File: config.mk
export PLATFORM = sky130hd
export DESIGN_NAME = pclk_rate_ctrl
export DESIGN_NICKNAME = d
export VERILOG_FILES = /design/src/rtl/pclk_rate_ctrl.sv
export SDC_FILE = /design/constraint.sdc
export NUM_CORES = 1
export LEC_CHECK = 0
export CAP_MARGIN = 0
export CORE_MARGIN = 5
export CORE_UTILIZATION = 30
export CTS_CLUSTER_SIZE = 8
export DETAILED_ROUTE_END_ITERATION = 6
export PLACE_DENSITY_LB_ADDON = 0.08
export SYNTH_ARGS = -nofsm -noshare
export SYNTH_HDL_FRONTEND = slang
export SYNTH_SLANG_ARGS = --single-unit
File: constraint.sdc
create_clock -name Ref_Clk -period 2.15 [get_ports Ref_Clk]
set_input_delay 0.43 -clock Ref_Clk [delete_from_list [all_inputs] [get_ports Ref_Clk]]
set_output_delay 0.43 -clock Ref_Clk [all_outputs]
set_load 0.02 [all_outputs]
File: src/rtl/pclk_rate_ctrl.sv
// pclk_rate_ctrl
//
// Sequences PIPE data-bus-width / PCLK-rate changes for the PHY common
// clocking block. After reset, PhyStatus is held high until the PLL lock
// window expires. After that, width-change requests from the MAC are carried
// out as gated, settled handoffs. Each handoff ends with a one-cycle PhyStatus
// acknowledge.
//
// Configuration macro: PCLK_GATE_EN
//   defined   - PCLK is gated (pclk_gate_n low) around the ratio change.
//   undefined - no GATE state; pclk_gate_n is tied high; a legal request goes
//               straight from IDLE to SWITCH.
//
// Ports:
//   Ref_Clk       in   reference clock; all logic on its rising edge
//   Rst_n         in   synchronous active-low reset
//   width_req     in   request strobe, sampled only in IDLE
//   width_sel     in   requested width (legal: 8, 16, 32)
//   DataBusWidth  out  registered width select to the PCLK divider (reset 8)
//   PhyStatus     out  PIPE PhyStatus (reset 1)
//   busy          out  high in every state except IDLE (reset 1)
//   width_err     out  one-cycle pulse on an illegal request (reset 0)
//   pclk_gate_n   out  active-low PCLK gate (reset 1)

module pclk_rate_ctrl #(
    parameter int LOCK_CYCLES   = 64,
    parameter int GATE_CYCLES   = 4,
    parameter int SETTLE_CYCLES = 16,
    parameter int CNT_W         = 8
) (
    input  logic       Ref_Clk,
    input  logic       Rst_n,
    input  logic       width_req,
    input  logic [5:0] width_sel,
    output logic [5:0] DataBusWidth,
    output logic       PhyStatus,
    output logic       busy,
    output logic       width_err,
    output logic       pclk_gate_n
);

    localparam logic [CNT_W-1:0] LOCK_LAST   = CNT_W'(LOCK_CYCLES - 1);
    localparam logic [CNT_W-1:0] SETTLE_LAST = CNT_W'(SETTLE_CYCLES - 1);
    localparam int MAX_WAIT = (LOCK_CYCLES > GATE_CYCLES)
        ? ((LOCK_CYCLES > SETTLE_CYCLES) ? LOCK_CYCLES : SETTLE_CYCLES)
        : ((GATE_CYCLES > SETTLE_CYCLES) ? GATE_CYCLES : SETTLE_CYCLES);

    // The counter never wraps; refuse to elaborate if it cannot hold the
    // longest wait.
    generate
        if (MAX_WAIT > (1 << CNT_W)) begin : g_cnt_w_check
            $error("CNT_W too small for the configured wait lengths");
        end
    endgenerate

`ifdef PCLK_GATE_EN
    localparam logic [CNT_W-1:0] GATE_LAST = CNT_W'(GATE_CYCLES - 1);
    typedef enum logic [2:0] {
        PLL_WAIT, IDLE, GATE, SWITCH, SETTLE, ACK
    } state_t;
`else
    typedef enum logic [2:0] {
        PLL_WAIT, IDLE, SWITCH, SETTLE, ACK
    } state_t;
`endif

    state_t           state_q, state_d;
    logic [CNT_W-1:0] cnt_q, cnt_d;
    logic [5:0]       dbw_q, dbw_d;
    logic [5:0]       tgt_q, tgt_d;
    logic             phy_q, phy_d;
    logic             busy_q, busy_d;
    logic             err_q, err_d;
    logic             gate_n_q, gate_n_d;
    logic             sel_legal;

    assign sel_legal = (width_sel == 6'd8) || (width_sel == 6'd16) ||
                       (width_sel == 6'd32);

    always_comb begin
        state_d  = state_q;
        cnt_d    = cnt_q + 1'b1;
        dbw_d    = dbw_q;
        tgt_d    = tgt_q;
        phy_d    = phy_q;
        busy_d   = busy_q;
        err_d    = 1'b0;
        gate_n_d = gate_n_q;
        case (state_q)
            PLL_WAIT: begin
                if (cnt_q == LOCK_LAST) begin
                    state_d = IDLE;
                    cnt_d   = '0;
                    phy_d   = 1'b0;
                    busy_d  = 1'b0;
                end
            end
            IDLE: begin
                cnt_d = '0;
                if (width_req) begin
                    if (!sel_legal) begin
                        err_d = 1'b1;
                    end else if (width_sel == dbw_q) begin
                        // Nothing to change: acknowledge without gating.
                        state_d = ACK;
                        busy_d  = 1'b1;
                    end else begin
                        tgt_d  = width_sel;
                        busy_d = 1'b1;
`ifdef PCLK_GATE_EN
                        state_d  = GATE;
                        gate_n_d = 1'b0;
`else
                        state_d  = SWITCH;
`endif
                    end
                end
            end
`ifdef PCLK_GATE_EN
            GATE: begin
                if (cnt_q == GATE_LAST) begin
                    state_d = SWITCH;
                    cnt_d   = '0;
                end
            end
`endif
            SWITCH: begin
                dbw_d   = tgt_q;
                state_d = SETTLE;
                cnt_d   = '0;
            end
            SETTLE: begin
                if (cnt_q == SETTLE_LAST) begin
                    state_d = ACK;
                    cnt_d   = '0;
`ifdef PCLK_GATE_EN
                    // With gating, PhyStatus rises together with the PCLK
                    // release so the MAC sees a running clock with the ack.
                    phy_d    = 1'b1;
                    gate_n_d = 1'b1;
`endif
                end
            end
            ACK: begin
                cnt_d = '0;
                // ACK raises PhyStatus itself when it was entered with it low,
                // then returns to IDLE after PhyStatus has been high one cycle.
                if (!phy_q) begin
                    phy_d = 1'b1;
                end else begin
                    state_d = IDLE;
                    phy_d   = 1'b0;
                    busy_d  = 1'b0;
                end
            end
            default: begin
                state_d = PLL_WAIT;
                cnt_d   = '0;
            end
        endcase
    end

    always_ff @(posedge Ref_Clk) begin
        if (!Rst_n) begin
            state_q  <= PLL_WAIT;
            cnt_q    <= '0;
            dbw_q    <= 6'd8;
            tgt_q    <= 6'd8;
            phy_q    <= 1'b1;
            busy_q   <= 1'b1;
            err_q    <= 1'b0;
            gate_n_q <= 1'b1;
        end else begin
            state_q  <= state_d;
            cnt_q    <= cnt_d;
            dbw_q    <= dbw_d;
            tgt_q    <= tgt_d;
            phy_q    <= phy_d;
            busy_q   <= busy_d;
            err_q    <= err_d;
            gate_n_q <= gate_n_d;
        end
    end

    assign DataBusWidth = dbw_q;
    assign PhyStatus    = phy_q;
    assign busy         = busy_q;
    assign width_err    = err_q;
`ifdef PCLK_GATE_EN
    assign pclk_gate_n  = gate_n_q;
`else
    assign pclk_gate_n  = 1'b1;
`endif

endmodule

## Word level (Yosys, flattened, before mapping)

Cells that the tools add are included.

| operators by class | value |
|---|---|
| add/subtract/negate cells | 1 |
| reduce and logical (&&, ||, !) cells | 10 |
| muxes and demuxes | 18 |
| bitwise gates (word level) | 1 |
| equal/unequal tests | 15 |

Operator list:

| kind | number |
|---|---|
| 3-bit two-way mux | 6 |
| 8-bit two-way mux | 2 |
| 8-bit case mux with 2 select lines | 1 |
| 3-bit case mux with 5 select lines | 1 |
| 2-bit inequality test (second input constant) | 5 |
| 5-bit AND reduction | 2 |
| 8-bit by 1-bit adder with 8-bit output (second input constant) | 1 |
| 8-bit by 4-bit == test with 1-bit output (second input constant) | 1 |
| 8-bit by 6-bit == test with 1-bit output (second input constant) | 1 |
| 3-bit by 2-bit == test with 1-bit output (second input constant) | 2 |
| 6-bit by 4-bit == test with 1-bit output (second input constant) | 1 |
| 6-bit by 5-bit == test with 1-bit output (second input constant) | 1 |
| 6-bit == test | 1 |
| 6-bit == test (second input constant) | 1 |
| 1-bit two-way mux | 6 |
| 4-bit AND reduction | 1 |
| 3-bit by 1-bit == test with 1-bit output (second input constant) | 1 |
| 3-bit == test (second input constant) | 1 |
| 3-bit zero test | 1 |
| 1-bit case mux with 3 select lines | 1 |
| 3-bit AND reduction | 1 |
| 3-bit nonzero test | 1 |
| 1-bit logical OR | 2 |
| 1-bit case mux with 2 select lines | 1 |
| 3 further kinds | 3 |

| storage, ports and cells | value |
|---|---|
| register bits | 26 |
| logic and storage cells | 52 |

## Depth between registers and ports, before layout

| depth | value |
|---|---|
| word-level depth | 6 |
| mapped depth | 6 |

## Worst setup path after synthesis

Ideal clock, no wire load.

| timing path | value |
|---|---|
| kind | register -> register |
| start | register cnt_q[0] |
| end | register cnt_q[3] |
| required time | 2.020 ns |
| setup time | 0.130 ns |
| clock period less this slack | 1.512 ns |
| path buffers | 1 |
| cell stages (with the launch flop) | 7 |
| arrival time | 1.382 ns |
| setup slack | 0.638 ns |
| cell sequence | dfxtp_1 > ha_1 > and3_1 > clkbuf_1 > a21boi_0 > mux2i_2 > nor3_1 |

| on the way | value |
|---|---|
| longest elaborated chain between the ends | 3 |
| elaborated cells between the ends (all ways) | 6 |

RTL lines:

| what | RTL line | RTL |
|---|---|---|
| start, declared | 68 | `logic [CNT_W-1:0] cnt_q, cnt_d;` |
| start signal, assigned | 175 | `cnt_q <= cnt_d;` |
| 8-bit by 1-bit adder with 8-bit output (tied with other cells) | 82 | `cnt_d = cnt_q + 1'b1;` |
| 8-bit two-way mux (on tied branches) | 133, 91 |  |
| 8-bit case mux with 2 select lines * | 89 | `case (state_q)` |

Mark *: on every way between the ends. The rest lies on a longest branch, timed or not.
A chain may end at the register's enable or synchronous reset.

## Worst setup path in the final report

| timing path | value |
|---|---|
| start | input port width_sel[5] |
| end | register tgt_q[4] |

| on the way | value |
|---|---|
| longest elaborated chain between the ends | 4 |
| elaborated cells between the ends (all ways) | 8 |

RTL lines:

| what | RTL line | RTL |
|---|---|---|
| start, declared | 34 | `input logic [5:0] width_sel,` |
| 6-bit by 4-bit == test with 1-bit output or 6-bit by 5-bit == test with 1-bit output (tied branches) | 77 | `assign sel_legal = (width_sel == 6'd8) \|\| (width_sel == 6'd16) \|\|` |
| 1-bit logical OR (2 in series) | 77 |  |
| 4-bit AND reduction (no source line) * | - |  |
| end signal, assigned | 177 | `tgt_q <= tgt_d;` |
| end, declared | 70 | `logic [5:0] tgt_q, tgt_d;` |

Marks and branches as above.

==> impl_metrics.ini <==
[synthesis]
ys_async_sr_fraction_pct = 0
seq_area_frac_synth_pct = 40.3
syn_inst = 139
netlist.area_leader.share_pct = 40.3
synth.avg_cell_area_um2 = 9.30
synth_nets = 149
syn_area_mm2 = 0.00129
synthTopCellsByArea = dfxtp_1, mux2i_1, xor2_1, nand2_1, nor2_1
ys_types = 45
ys_seq_elements = 26
synthFlopType = dfxtp_1
synth_edf_count = 0
yosysTopAreaCell = dfxtp_1
yosys_warnings = 0

[route]
wl_met3_um = 138
dr_total_vias = 1010
drc_errors = 0
routedWlPerCell_um = 13.6
drtIter0Drc = 96
wl_met2_um = 1190
drtPass1Iterations = 4
final_antenna_net_count = 0
met1_length_um = 1440
viasPerCell = 4.93
wl_um = 2790
top_layer = met4

[power]
swShare_pct = 32.1
p_switching_uw = 399
p_clk_share_pct = 25.7
powerDensity_mw_per_mm2 = 796
ir_drop_uv = 382
cellLeakagePower_nw = 0.533
combPwrFrac_pct = 27.6
sequentialPowerShare_pct = 46.6
internal_power_uw = 846

[final_layout]
finalInstanceArea_mm2 = 0.00156
most-common-layout-cells = dfxtp_1, clkdlybuf4s50_1, nand2_1, nor2_1
fin_util_pct = 38.3
final_nets = 166
syn2layout_area_growth_pct = 21.0
fill_cells = 428
final_common_cell = dfxtp_1
seqCellArea_um2 = 520
multi_input_area_um2 = 726
n_antenna_cell = 0
layout-drive-gt1-share_pct = 10.3

[worst_hold_path]
holdPathStages = 1
hold_path.class = reg -> reg

[clock_network]
cts_buffers = 3
clk_latency_ns = 0.27
cts_resized = 0
cts_tree = done
cts-htree-levels = 1
postCtsSetupBuffers = 0
root_buffer = clkbuf_8
clock_sinks = 26
hold_buffers = 0
clk_pin_slew_ns = 0.09
cts_max_path_buffers = 2

[placement]
place.gp.congestion = 0.820
port_buffers = 17
dp_slack_ns = -0.00590
place_area_mm2 = 0.00151
post-dp-hpwl_um = 2100

[global_routing]
gr-usage-all-layers_pct = 10.6
grt-ovfl-total = 0
grt_pass1_vias = 1019
antenna_found_initial = 0
grt_pass1_wl_um = 4670
grt_max_degree = 15

[floorplanning]
ios = 19
dieArea_mm2 = 0.00572
die_w_um = 75.6
start_util_pct = 31.6
die_y_um = 75.6
fp-row-count = 23
core_area_mm2 = 0.00409

[timing]
slew_headroom_pct = 62.8
tightestPinTransition_ns = 0.551
rsz0062_at_grt = no
setup_slack_ns = 0.285
final_hold_viol_count = 0
fmax_mhz = 536
drv_slew = 0
setup_viol = 0
setup-tns-final_ns = 0
min_period_ns = 1.86
post-route-period-util_pct = 86.7
fin_skew_ns = 0.00589

[worst_setup_path]
startpoint_type = input port
required_ns = 2.35
rr_worst_depth = 4
endpoint_kind = register
arrival_ns = 2.07
crit_type = in -> reg
path_max_fanout = 6

[job]
cap_viol_max_count = 0

[status]
status = complete, no violations
[kinds of logic (layout without fill, tap and decap cells)]
| kind of cell | Yosys count | count (layout) | synth area share, % |
|---|---|---|---|
| XOR/XNOR | 13 | 13 | 8.81 |
| flip-flops | 26 | 26 | 40.3 |
| multiplexers | 11 | 11 | 8.91 |
| other | 1 | 1 | 0.290 |
| AO/OA/AOI/OAI | 25 | 25 | 14.6 |
| buffers and inverters | 10 | 26 | 3.58 |
| AND/OR/NAND/NOR | 52 | 52 | 22.6 |
| adder cells (fa/ha/maj) | 1 | 1 | 0.968 |
[area by class of cell]
class                      instances  area share (%)
clock buffer                       4            3.52
inverter                           2           0.480
multi-input combinational        103            46.4
sequential                        26            33.3
timing repair buffer              20            12.3
tap                               50            4.00
[sequential cells by signal, summed over array words and instances, names as in the netlist]
name and count:
DataBusWidth 6, cnt_q 8, busy 1, tgt_q 6, state_q 3, width_err 1
PhyStatus 1
[worst max-delay path: stages]
cell and delay [ns]:
clkdlybuf4s50_1 0.57, xor2_1 0.25, o211ai_2 0.15, a211oi_4 0.42, mux2i_1 0.24
[cells in the mapped netlist, drive strengths merged (2+ instances only)]
cell    number
xor2         9
dfxtp       26
o211ai       3
clkbuf       4
nor4         2
a31oi        4
xnor2        4
nand2b       2
nor2        12
nand2       12
o21ai        4
mux2i       10
nor3         9
a21oi        4
inv          2
nand3        3
buf          4
nor3b        5
a211oi       2
[power groups by stage]
stage	logic [mW]	registers, mW	clock network, mW
floorplan	0.295	0.556	0
global placement	0.347	0.590	0
detailed placement	0.343	0.591	0
CTS	0.344	0.580	0.332
global route	0.382	0.587	0.357
finish	0.344	0.581	0.321
[final timing paths]
path,start,end,slack [ns]
hold / removal,cnt_q[0],cnt_q[0],0.46
setup / recovery,width_sel[5],tgt_q[4],0.29
hold reg to reg,cnt_q[0],cnt_q[0],0.46
setup reg to reg,state_q[0],tgt_q[4],0.49
[stage by stage]
step	instances	power, mW	hold slack, ns
after global placement	201	0.936	0.446
after detailed placement	201	0.934	0.456
final	205	1.25	0.461
after CTS	205	1.26	0.470
after floorplan	139	0.851	0.433
after global routing	205	1.33	0.488
[layer usage]
| layer | up-vias | global-route usage (%) |
|---|---|---|
| met5 | - | 0 |
| met4 | 0 | 2.33 |
| met3 | 2 | 3.17 |
| met2 | 24 | 16.2 |
| met1 | 460 | 14.7 |
| li1 | 524 | - |
(Power assumes the default switching activity.)
